### config.mk
export PLATFORM = sky130hd
export DESIGN_NAME = hazard_unit_flat
export DESIGN_NICKNAME = d
export VERILOG_FILES = /design/src/rtl/hazard_unit_pkg.sv /design/src/rtl/hazard_unit_if.sv /design/src/rtl/hazard_unit_sat_counter8.sv /design/src/rtl/hazard_unit.sv /design/src/flat_wrapper.sv
export SDC_FILE = /design/constraint.sdc
export NUM_CORES = 1
export LEC_CHECK = 0
export ABC_AREA = 1
export CORE_ASPECT_RATIO = 0.9
export CORE_MARGIN = 2
export CORE_UTILIZATION = 45
export CTS_CLUSTER_SIZE = 10
export DETAILED_ROUTE_END_ITERATION = 8
export PLACE_DENSITY = 0.82
export SETUP_SLACK_MARGIN = 0.05
export SLEW_MARGIN = 10
export SYNTH_ARGS = -nofsm -noshare
export SYNTH_HDL_FRONTEND = slang
export SYNTH_SLANG_ARGS = --single-unit
### constraint.sdc
create_clock -name clk -period 1.8 [get_ports clk]
set_input_delay 0.36 -clock clk [delete_from_list [all_inputs] [get_ports clk]]
set_output_delay 0.36 -clock clk [all_outputs]
set_load 0.01 [all_outputs]
### src/rtl/hazard_unit_pkg.sv
// -----------------------------------------------------------------------------
// hazard_unit_pkg
// Shared pipeline constants for the hazard unit and the ID/EX register.
//   stall_t       : 2-bit ID/EX stall code (NONE / BUBBLE / FLUSH; 11 unused)
//   ST_*          : hazard FSM state encoding
//   hz_ctrl_t     : bundle of the four per-cycle pipeline control outputs
//   REG_ZERO      : hardwired-zero register index (never a hazard source)
// -----------------------------------------------------------------------------
package hazard_unit_pkg;

  typedef logic [1:0] stall_t;

  localparam stall_t STALL_NONE   = 2'b00;
  localparam stall_t STALL_BUBBLE = 2'b01;
  localparam stall_t STALL_FLUSH  = 2'b10;

  localparam logic [1:0] ST_IDLE   = 2'd0;
  localparam logic [1:0] ST_BUBBLE = 2'd1;
  localparam logic [1:0] ST_FLUSH  = 2'd2;

  localparam logic [2:0] REG_ZERO = 3'd0;

  typedef struct packed {
    stall_t stall;
    logic   pc_hold;
    logic   ifid_hold;
    logic   ifid_flush;
  } hz_ctrl_t;

  localparam hz_ctrl_t CTRL_QUIET = '{
    stall:      STALL_NONE,
    pc_hold:    1'b0,
    ifid_hold:  1'b0,
    ifid_flush: 1'b0
  };

endpackage

### src/rtl/hazard_unit_if.sv
// -----------------------------------------------------------------------------
// hazard_unit_if
// Bundles the pipeline-facing signals of the hazard unit.
//   Inputs to the unit : id_rs, id_rt, id_uses_rt, ex_load, ex_rd, branch_taken
//   Outputs of the unit: stall, pc_hold, ifid_hold, ifid_flush,
//                        bubble_cnt, flush_cnt
//   master modport: the pipeline side (drives stage info, consumes controls)
//   slave  modport: the hazard unit itself
// -----------------------------------------------------------------------------
interface hazard_unit_if import hazard_unit_pkg::*; ();

  logic [2:0] id_rs;
  logic [2:0] id_rt;
  logic       id_uses_rt;
  logic       ex_load;
  logic [2:0] ex_rd;
  logic       branch_taken;

  stall_t     stall;
  logic       pc_hold;
  logic       ifid_hold;
  logic       ifid_flush;
  logic [7:0] bubble_cnt;
  logic [7:0] flush_cnt;

  modport master (
    output id_rs, id_rt, id_uses_rt, ex_load, ex_rd, branch_taken,
    input  stall, pc_hold, ifid_hold, ifid_flush, bubble_cnt, flush_cnt
  );

  modport slave (
    input  id_rs, id_rt, id_uses_rt, ex_load, ex_rd, branch_taken,
    output stall, pc_hold, ifid_hold, ifid_flush, bubble_cnt, flush_cnt
  );

endinterface

### src/rtl/hazard_unit_sat_counter8.sv
// -----------------------------------------------------------------------------
// sat_counter8
// 8-bit event counter that sticks at 255 instead of wrapping.
//   clk   : rising-edge clock
//   rst_n : asynchronous active-low reset, clears the count
//   inc   : count one event at the next rising edge
//   count : current count
// -----------------------------------------------------------------------------
module sat_counter8 (
  input  logic       clk,
  input  logic       rst_n,
  input  logic       inc,
  output logic [7:0] count
);

  logic [7:0] cnt_q;
  logic [7:0] cnt_d;

  always_comb begin
    cnt_d = cnt_q;
    if (inc && (cnt_q != 8'hFF)) begin
      cnt_d = cnt_q + 8'd1;
    end
  end

  always_ff @(posedge clk or negedge rst_n) begin
    if (!rst_n) begin
      cnt_q <= 8'd0;
    end else begin
      cnt_q <= cnt_d;
    end
  end

  assign count = cnt_q;

endmodule

### src/rtl/hazard_unit.sv
// -----------------------------------------------------------------------------
// hazard_unit
// Detects load-use hazards and taken branches for a 5-stage pipeline and
// generates the ID/EX stall code plus PC / IF-ID hold and flush controls.
//   clk   : rising-edge clock
//   rst_n : asynchronous active-low reset
//   hz    : hazard_unit_if.slave (stage info in, pipeline controls and
//           bubble / flush event counters out)
// The controls are combinational from the current state and inputs so that
// ID/EX and the front end act on them at the same edge that moves the FSM.
// -----------------------------------------------------------------------------
module hazard_unit import hazard_unit_pkg::*; (
  input  logic         clk,
  input  logic         rst_n,
  hazard_unit_if.slave hz
);

  logic [1:0] state_q;
  logic [1:0] state_d;
  logic       load_use;
  hz_ctrl_t   ctrl_fsm;
  hz_ctrl_t   ctrl_out;
  logic [1:0] cnt_inc;
  logic [7:0] cnt_val [2];

  // Register 0 is hardwired, so a load targeting it can never feed anyone.
  always_comb begin
    load_use = hz.ex_load && (hz.ex_rd != REG_ZERO) &&
               ((hz.ex_rd == hz.id_rs) ||
                (hz.id_uses_rt && (hz.ex_rd == hz.id_rt)));
  end

  always_comb begin
    state_d  = state_q;
    ctrl_fsm = CTRL_QUIET;
    case (state_q)
      ST_IDLE: begin
        // A taken branch squashes the ID instruction anyway, so any
        // simultaneous load-use hazard on it is irrelevant.
        if (hz.branch_taken) begin
          ctrl_fsm.stall      = STALL_FLUSH;
          ctrl_fsm.ifid_flush = 1'b1;
          state_d             = ST_FLUSH;
        end else if (load_use) begin
          ctrl_fsm.stall     = STALL_BUBBLE;
          ctrl_fsm.pc_hold   = 1'b1;
          ctrl_fsm.ifid_hold = 1'b1;
          state_d            = ST_BUBBLE;
        end
      end
      ST_BUBBLE: begin
        // Load now in MEM, bubble in EX: nothing to detect, nothing can branch.
        state_d = ST_IDLE;
      end
      ST_FLUSH: begin
        // Second squashed instruction reaches ID/EX this cycle.
        ctrl_fsm.stall = STALL_FLUSH;
        state_d        = ST_IDLE;
      end
      default: begin
        state_d = ST_IDLE;
      end
    endcase
  end

  // Controls must drop the moment reset asserts, not at the next edge.
  always_comb begin
    ctrl_out = rst_n ? ctrl_fsm : CTRL_QUIET;
  end

  assign hz.stall      = ctrl_out.stall;
  assign hz.pc_hold    = ctrl_out.pc_hold;
  assign hz.ifid_hold  = ctrl_out.ifid_hold;
  assign hz.ifid_flush = ctrl_out.ifid_flush;

  always_ff @(posedge clk or negedge rst_n) begin
    if (!rst_n) begin
      state_q <= ST_IDLE;
    end else begin
      state_q <= state_d;
    end
  end

  // Index 0 counts bubbles, index 1 counts flushes.
  always_comb begin
    cnt_inc[0] = (state_q == ST_IDLE) && (state_d == ST_BUBBLE);
    cnt_inc[1] = (state_q == ST_IDLE) && (state_d == ST_FLUSH);
  end

  generate
    for (genvar gi = 0; gi < 2; gi++) begin : g_cnt
      sat_counter8 u_cnt (
        .clk   (clk),
        .rst_n (rst_n),
        .inc   (cnt_inc[gi]),
        .count (cnt_val[gi])
      );
    end
  endgenerate

  assign hz.bubble_cnt = cnt_val[0];
  assign hz.flush_cnt  = cnt_val[1];

endmodule

### src/flat_wrapper.sv
// flat-port wrapper written by rule: the top's interface ports become plain ports
module hazard_unit_flat import hazard_unit_pkg::*;
  (clk, rst_n, hz_id_rs, hz_id_rt, hz_id_uses_rt, hz_ex_load, hz_ex_rd, hz_branch_taken, hz_stall, hz_pc_hold, hz_ifid_hold, hz_ifid_flush, hz_bubble_cnt, hz_flush_cnt);
  hazard_unit_if hz_i ();
  input  logic clk;
  input  logic rst_n;
  input wire logic [$bits(hz_i.id_rs)-1:0] hz_id_rs;
  input wire logic [$bits(hz_i.id_rt)-1:0] hz_id_rt;
  input wire logic [$bits(hz_i.id_uses_rt)-1:0] hz_id_uses_rt;
  input wire logic [$bits(hz_i.ex_load)-1:0] hz_ex_load;
  input wire logic [$bits(hz_i.ex_rd)-1:0] hz_ex_rd;
  input wire logic [$bits(hz_i.branch_taken)-1:0] hz_branch_taken;
  output wire logic [$bits(hz_i.stall)-1:0] hz_stall;
  output wire logic [$bits(hz_i.pc_hold)-1:0] hz_pc_hold;
  output wire logic [$bits(hz_i.ifid_hold)-1:0] hz_ifid_hold;
  output wire logic [$bits(hz_i.ifid_flush)-1:0] hz_ifid_flush;
  output wire logic [$bits(hz_i.bubble_cnt)-1:0] hz_bubble_cnt;
  output wire logic [$bits(hz_i.flush_cnt)-1:0] hz_flush_cnt;
  assign hz_i.id_rs = hz_id_rs;
  assign hz_i.id_rt = hz_id_rt;
  assign hz_i.id_uses_rt = hz_id_uses_rt;
  assign hz_i.ex_load = hz_ex_load;
  assign hz_i.ex_rd = hz_ex_rd;
  assign hz_i.branch_taken = hz_branch_taken;
  assign hz_stall = hz_i.stall;
  assign hz_pc_hold = hz_i.pc_hold;
  assign hz_ifid_hold = hz_i.ifid_hold;
  assign hz_ifid_flush = hz_i.ifid_flush;
  assign hz_bubble_cnt = hz_i.bubble_cnt;
  assign hz_flush_cnt = hz_i.flush_cnt;
  hazard_unit u_core (.clk(clk), .rst_n(rst_n), .hz(hz_i));
endmodule
==> impl_summary.log <==
INFO  metric setup.worst_path.class = flip-flop to primary output
INFO  metric diodes = 0
INFO  metric syn_to_final_growth = 50.81%
INFO  metric rsz_0062_raised_after_global_routing = yes
INFO  metric preCtsSetupSlack = -0.6154 ns
INFO  metric drive_above_1_share = slightly below 20%
INFO  metric first_pass_iters = 4
INFO  metric finish.net_count = between 200 and 250
INFO  metric violations = setup timing
INFO  metric cp-end-kind = primary output
INFO  metric grt_util_met1 = ~21%
INFO  metric globalplace.congestion = ~0.85
INFO  metric final_worst_setup_slack = -0.04837 ns
INFO  metric die_y = between 50 and 60 µm
INFO  metric setup-violations-final = 3
INFO  metric top_usage_layer = met2
INFO  metric placed_cell_area = approximately 1500 µm²
INFO  metric xor_xnor_cell_area_share_of_the_yosys_netlist = around 6.5%
INFO  metric start_util = 48.42%
INFO  metric area_share_of_and_or_nand_nor_cells_after_synthesis = approximately a third
INFO  metric layout_common_cells = sky130_fd_sc_hd__nand2_1 (39), sky130_fd_sc_hd__inv_1 (25), sky130_fd_sc_hd__clkdlybuf4s50_1 (19)
INFO  metric critical_path_maximum_fanout = 3
INFO  metric route.detailed.vias_per_inst = slightly below 5
INFO  metric routed-via-count = 1085
INFO  metric cts-htree-levels = 1
INFO  metric highest_delay_cell_along_the_critical_path = sky130_fd_sc_hd__dfrtp_1
INFO  metric globalRouteTotalUtil = 19.27%
INFO  metric synth.distinct_cells = 20
INFO  metric portBuffers = 34
INFO  metric grt_pass1_vias = 1109
INFO  metric io_pins = 35
INFO  metric critical_path_required = ~1.4 ns
INFO  metric timing.hold.worst.class = input pin to asynchronous set/reset pin
INFO  metric clock-sinks = 18
INFO  metric worstPathBufferInverterCount = 1
INFO  metric power.static_leakage = about 0.85 nW
INFO  metric ys_ff_latch = 18
INFO  metric arrival = roughly 1.5 ns
INFO  metric warning_count_from_the_yosys_run = 0
INFO  metric max_slew_headroom = roughly three quarters
INFO  metric clock-root-buffer = sky130_fd_sc_hd__clkbuf_4
INFO  metric grt.overflow.total = 0
INFO  metric synth.area.mux_share = 0%
INFO  metric wire_per_inst = approximately 12 µm
INFO  metric vdd_drop_max = just under 700 µV
INFO  metric hold_viol_final = 0
INFO  metric coreArea = between 2000 and 2500 µm²
INFO  metric max-clock-path-buffers = 2
INFO  metric design.die.area = 2799 µm²
INFO  metric grt_antenna_before_repair = 0
INFO  metric grt_max_degree = 18
INFO  metric number_of_buffers_created_by_cts = 3
INFO  metric adder_and_majority_gate_portion_of_the_synthesized_area = 2.326%
INFO  metric synth_sequential_area_ratio = 41.86%
INFO  metric worstSetupStartpointType = flip-flop
INFO  metric syn-instance-count = about 150
INFO  metric grt_util_met2 = a little over a third
INFO  metric cp_cell_sequence = or2_4, nor3_4, nand2_2, nor2_4, buf_6
INFO  metric total_wirelength_of_the_detailed_routed_design = 2577 µm
INFO  metric cpPeakStageDelay = 0.39 ns
INFO  metric finalCriticalPeriod = around 1.8 ns
INFO  metric first_pass_grt_wire_length = between 4000 and 5000 µm
INFO  metric route.antenna.remaining_nets = 0
INFO  metric placementRows = 16
INFO  metric clk-insertion-delay-late = roughly 0.30 ns
INFO  metric max_clock_freq = about 540 MHz
INFO  metric remaining_drc_errors = 0
INFO  metric place_hpwl = between 1500 and 2000 µm
INFO  metric mostFrequentLayoutCell = sky130_fd_sc_hd__nand2_1
INFO  metric synth_compound_area_share = ~5.2%
INFO  metric reg_clk_slew_reported_paths = about 0.090 ns
INFO  metric syn-num-nets = ~160
INFO  metric crit_family = simple AND/OR/NAND/NOR gates
INFO  metric cts_tree = done
INFO  metric synthesis.area_per_instance = 7.370 µm²
INFO  metric maxCapViolations = 0
INFO  metric power_per_unit_of_standard_cell_area = 954.6 nW/µm²
INFO  metric detail_route.iter0.violations = 23
INFO  metric share_of_the_clock_period_used_by_the_worst_path_after_layout = 102.7%
INFO  metric final_design_area_no_fill = 1623 µm²
INFO  metric maxSlewViolCount = 0
INFO  metric combinational_family_with_the_most_area_after_synthesis = simple AND/OR/NAND/NOR gates
INFO  metric tightestPinTransition = 0.3484 ns
INFO  metric fp.dieW = around 56 µm
INFO  metric nFillCells = around 180
INFO  metric outcome = finished, violations left
INFO  metric syn_area = 1076 µm²
INFO  metric skew = approximately 0.013 ns
INFO  metric grt_met3_usage = under 10%
[cells by family after synthesis]
group                      Yosys count
DFF                                 18
and+or+nand+nor                     78
buffers and inverters               31
xor gates and xnor gates             8
adders and majority gates            2
AOI/OAI and AO/OA                    9
[cell type report]
class | instances | area (µm²) | share of cell area, %
Multi-Input combinational cell | 98 | 561.8 | 34.62
Sequential cell | 18 | 450.4 | 27.76
Timing Repair Buffer | 47 | 431.7 | 26.60
Inverter | 29 | 108.9 | 6.708
Clock buffer | 4 | 36.28 | 2.236
Tap cell | 27 | 33.78 | 2.082
[routing by layer]
| layer | vias up | share of wire (%) |
|---|---|---|
| li1 | 549 | - |
| met1 | 502 | 39 |
| met2 | 27 | 54 |
| met4 | 0 | 2.3 |
| met3 | 7 | 4.8 |
| met5 | - | 0 |
[what timing repair did]
| item | 4_1_cts | 5_1_grt |
|---|---|---|
| cloned | 0 | 1 |
| buffers inserted | 4 | 1 |
| resized for setup | 30 | 11 |
| hold buffers | 0 | 0 |
| pin swaps | 10 | 7 |
| setup endpoints to repair | 5 | 8 |
[metrics by stage]
step                      utilization (%)  hold slack (ns)  total power [mW]  instances  TNS (ns)
final                               73.03           0.1552             1.549        223   -0.1402
after global placement              67.40           0.5112             1.241        213    -2.283
after detailed placement            67.40           0.5112             1.267        213    -2.611
after CTS                           71.00           0.1782             1.526        221   -0.2410
after floorplan                         -          0.06441            0.9256        146         0
after global routing                73.03           0.1887             1.656        223   -0.3859
[state kept, by name, indices dropped and copies added, names as in the netlist]
signal / flops
u_core.state_q: 2
u_core.g_cnt.u_cnt.count: 16
[synth_stat cells]
master	instances	area [µm²]
sky130_fd_sc_hd__nand2_1	42	157.7
sky130_fd_sc_hd__inv_1	25	93.84
sky130_fd_sc_hd__dfrtp_1	18	450.4
sky130_fd_sc_hd__nor2_1	17	63.81
sky130_fd_sc_hd__nand3_1	7	35.03
sky130_fd_sc_hd__o21ai_1	6	30.03
sky130_fd_sc_hd__nand4_1	4	25.02
sky130_fd_sc_hd__nor3_1	4	20.02
sky130_fd_sc_hd__xnor2_1	4	35.03
sky130_fd_sc_hd__xor2_1	4	35.03
sky130_fd_sc_hd__inv_2	3	11.26
sky130_fd_sc_hd__buf_4	2	15.01
sky130_fd_sc_hd__ha_1	2	25.02
sky130_fd_sc_hd__o21ai_0	2	10.01
sky130_fd_sc_hd__clkinv_1	1	3.750
sky130_fd_sc_hd__nand2b_1	1	6.260
sky130_fd_sc_hd__nand3_4	1	17.52
sky130_fd_sc_hd__nor3_4	1	16.27
sky130_fd_sc_hd__o21ai_4	1	16.27
sky130_fd_sc_hd__or2_4	1	8.760
[where the power goes]
group / leakage [nW] / switching (mW) / internal (mW)
Sequential: 0.216 / 0.125 / 0.513
Combinational: 0.610 / 0.310 / 0.350
Clock: 0.0210 / 0.128 / 0.123
Total: 0.847 / 0.563 / 0.986
[worst reg2reg max path, cell delays in order (launching register included)]
cell	delay, ns
sky130_fd_sc_hd__dfrtp_1	0.41
sky130_fd_sc_hd__ha_1	0.20
sky130_fd_sc_hd__nand3_1	0.16
sky130_fd_sc_hd__nor2_1	0.18
sky130_fd_sc_hd__nand3_1	0.24
sky130_fd_sc_hd__nand3_4	0.20
sky130_fd_sc_hd__nor2_1	0.07
sky130_fd_sc_hd__nand2_1	0.09
sky130_fd_sc_hd__nand2_1	0.05
[final timing paths]
| path | endpoint | slack (ns) | start | cells past startpoint |
|---|---|---|---|---|
| min in group clk | u_core.g_cnt[1].u_cnt.count[3]$_DFFE_PN0P_ | 0.54 | u_core.g_cnt[1].u_cnt.count[3]$_DFFE_PN0P_ | 1 |
| setup / recovery | hz_stall[0] | -0.05 | u_core.state_q[1]$_DFF_PN0_ | 5 |
| hold reg to reg | u_core.g_cnt[1].u_cnt.count[3]$_DFFE_PN0P_ | 0.54 | u_core.g_cnt[1].u_cnt.count[3]$_DFFE_PN0P_ | 1 |
| max in group asynchronous | u_core.state_q[0]$_DFF_PN0_ | 1.38 | rst_n | 2 |
| hold / removal | u_core.state_q[1]$_DFF_PN0_ | 0.16 | rst_n | 2 |
| setup reg to reg | u_core.g_cnt[0].u_cnt.count[4]$_DFFE_PN0P_ | 0.10 | u_core.g_cnt[0].u_cnt.count[0]$_DFFE_PN0P_ | 8 |
Power figures use the tool's default switching activity.
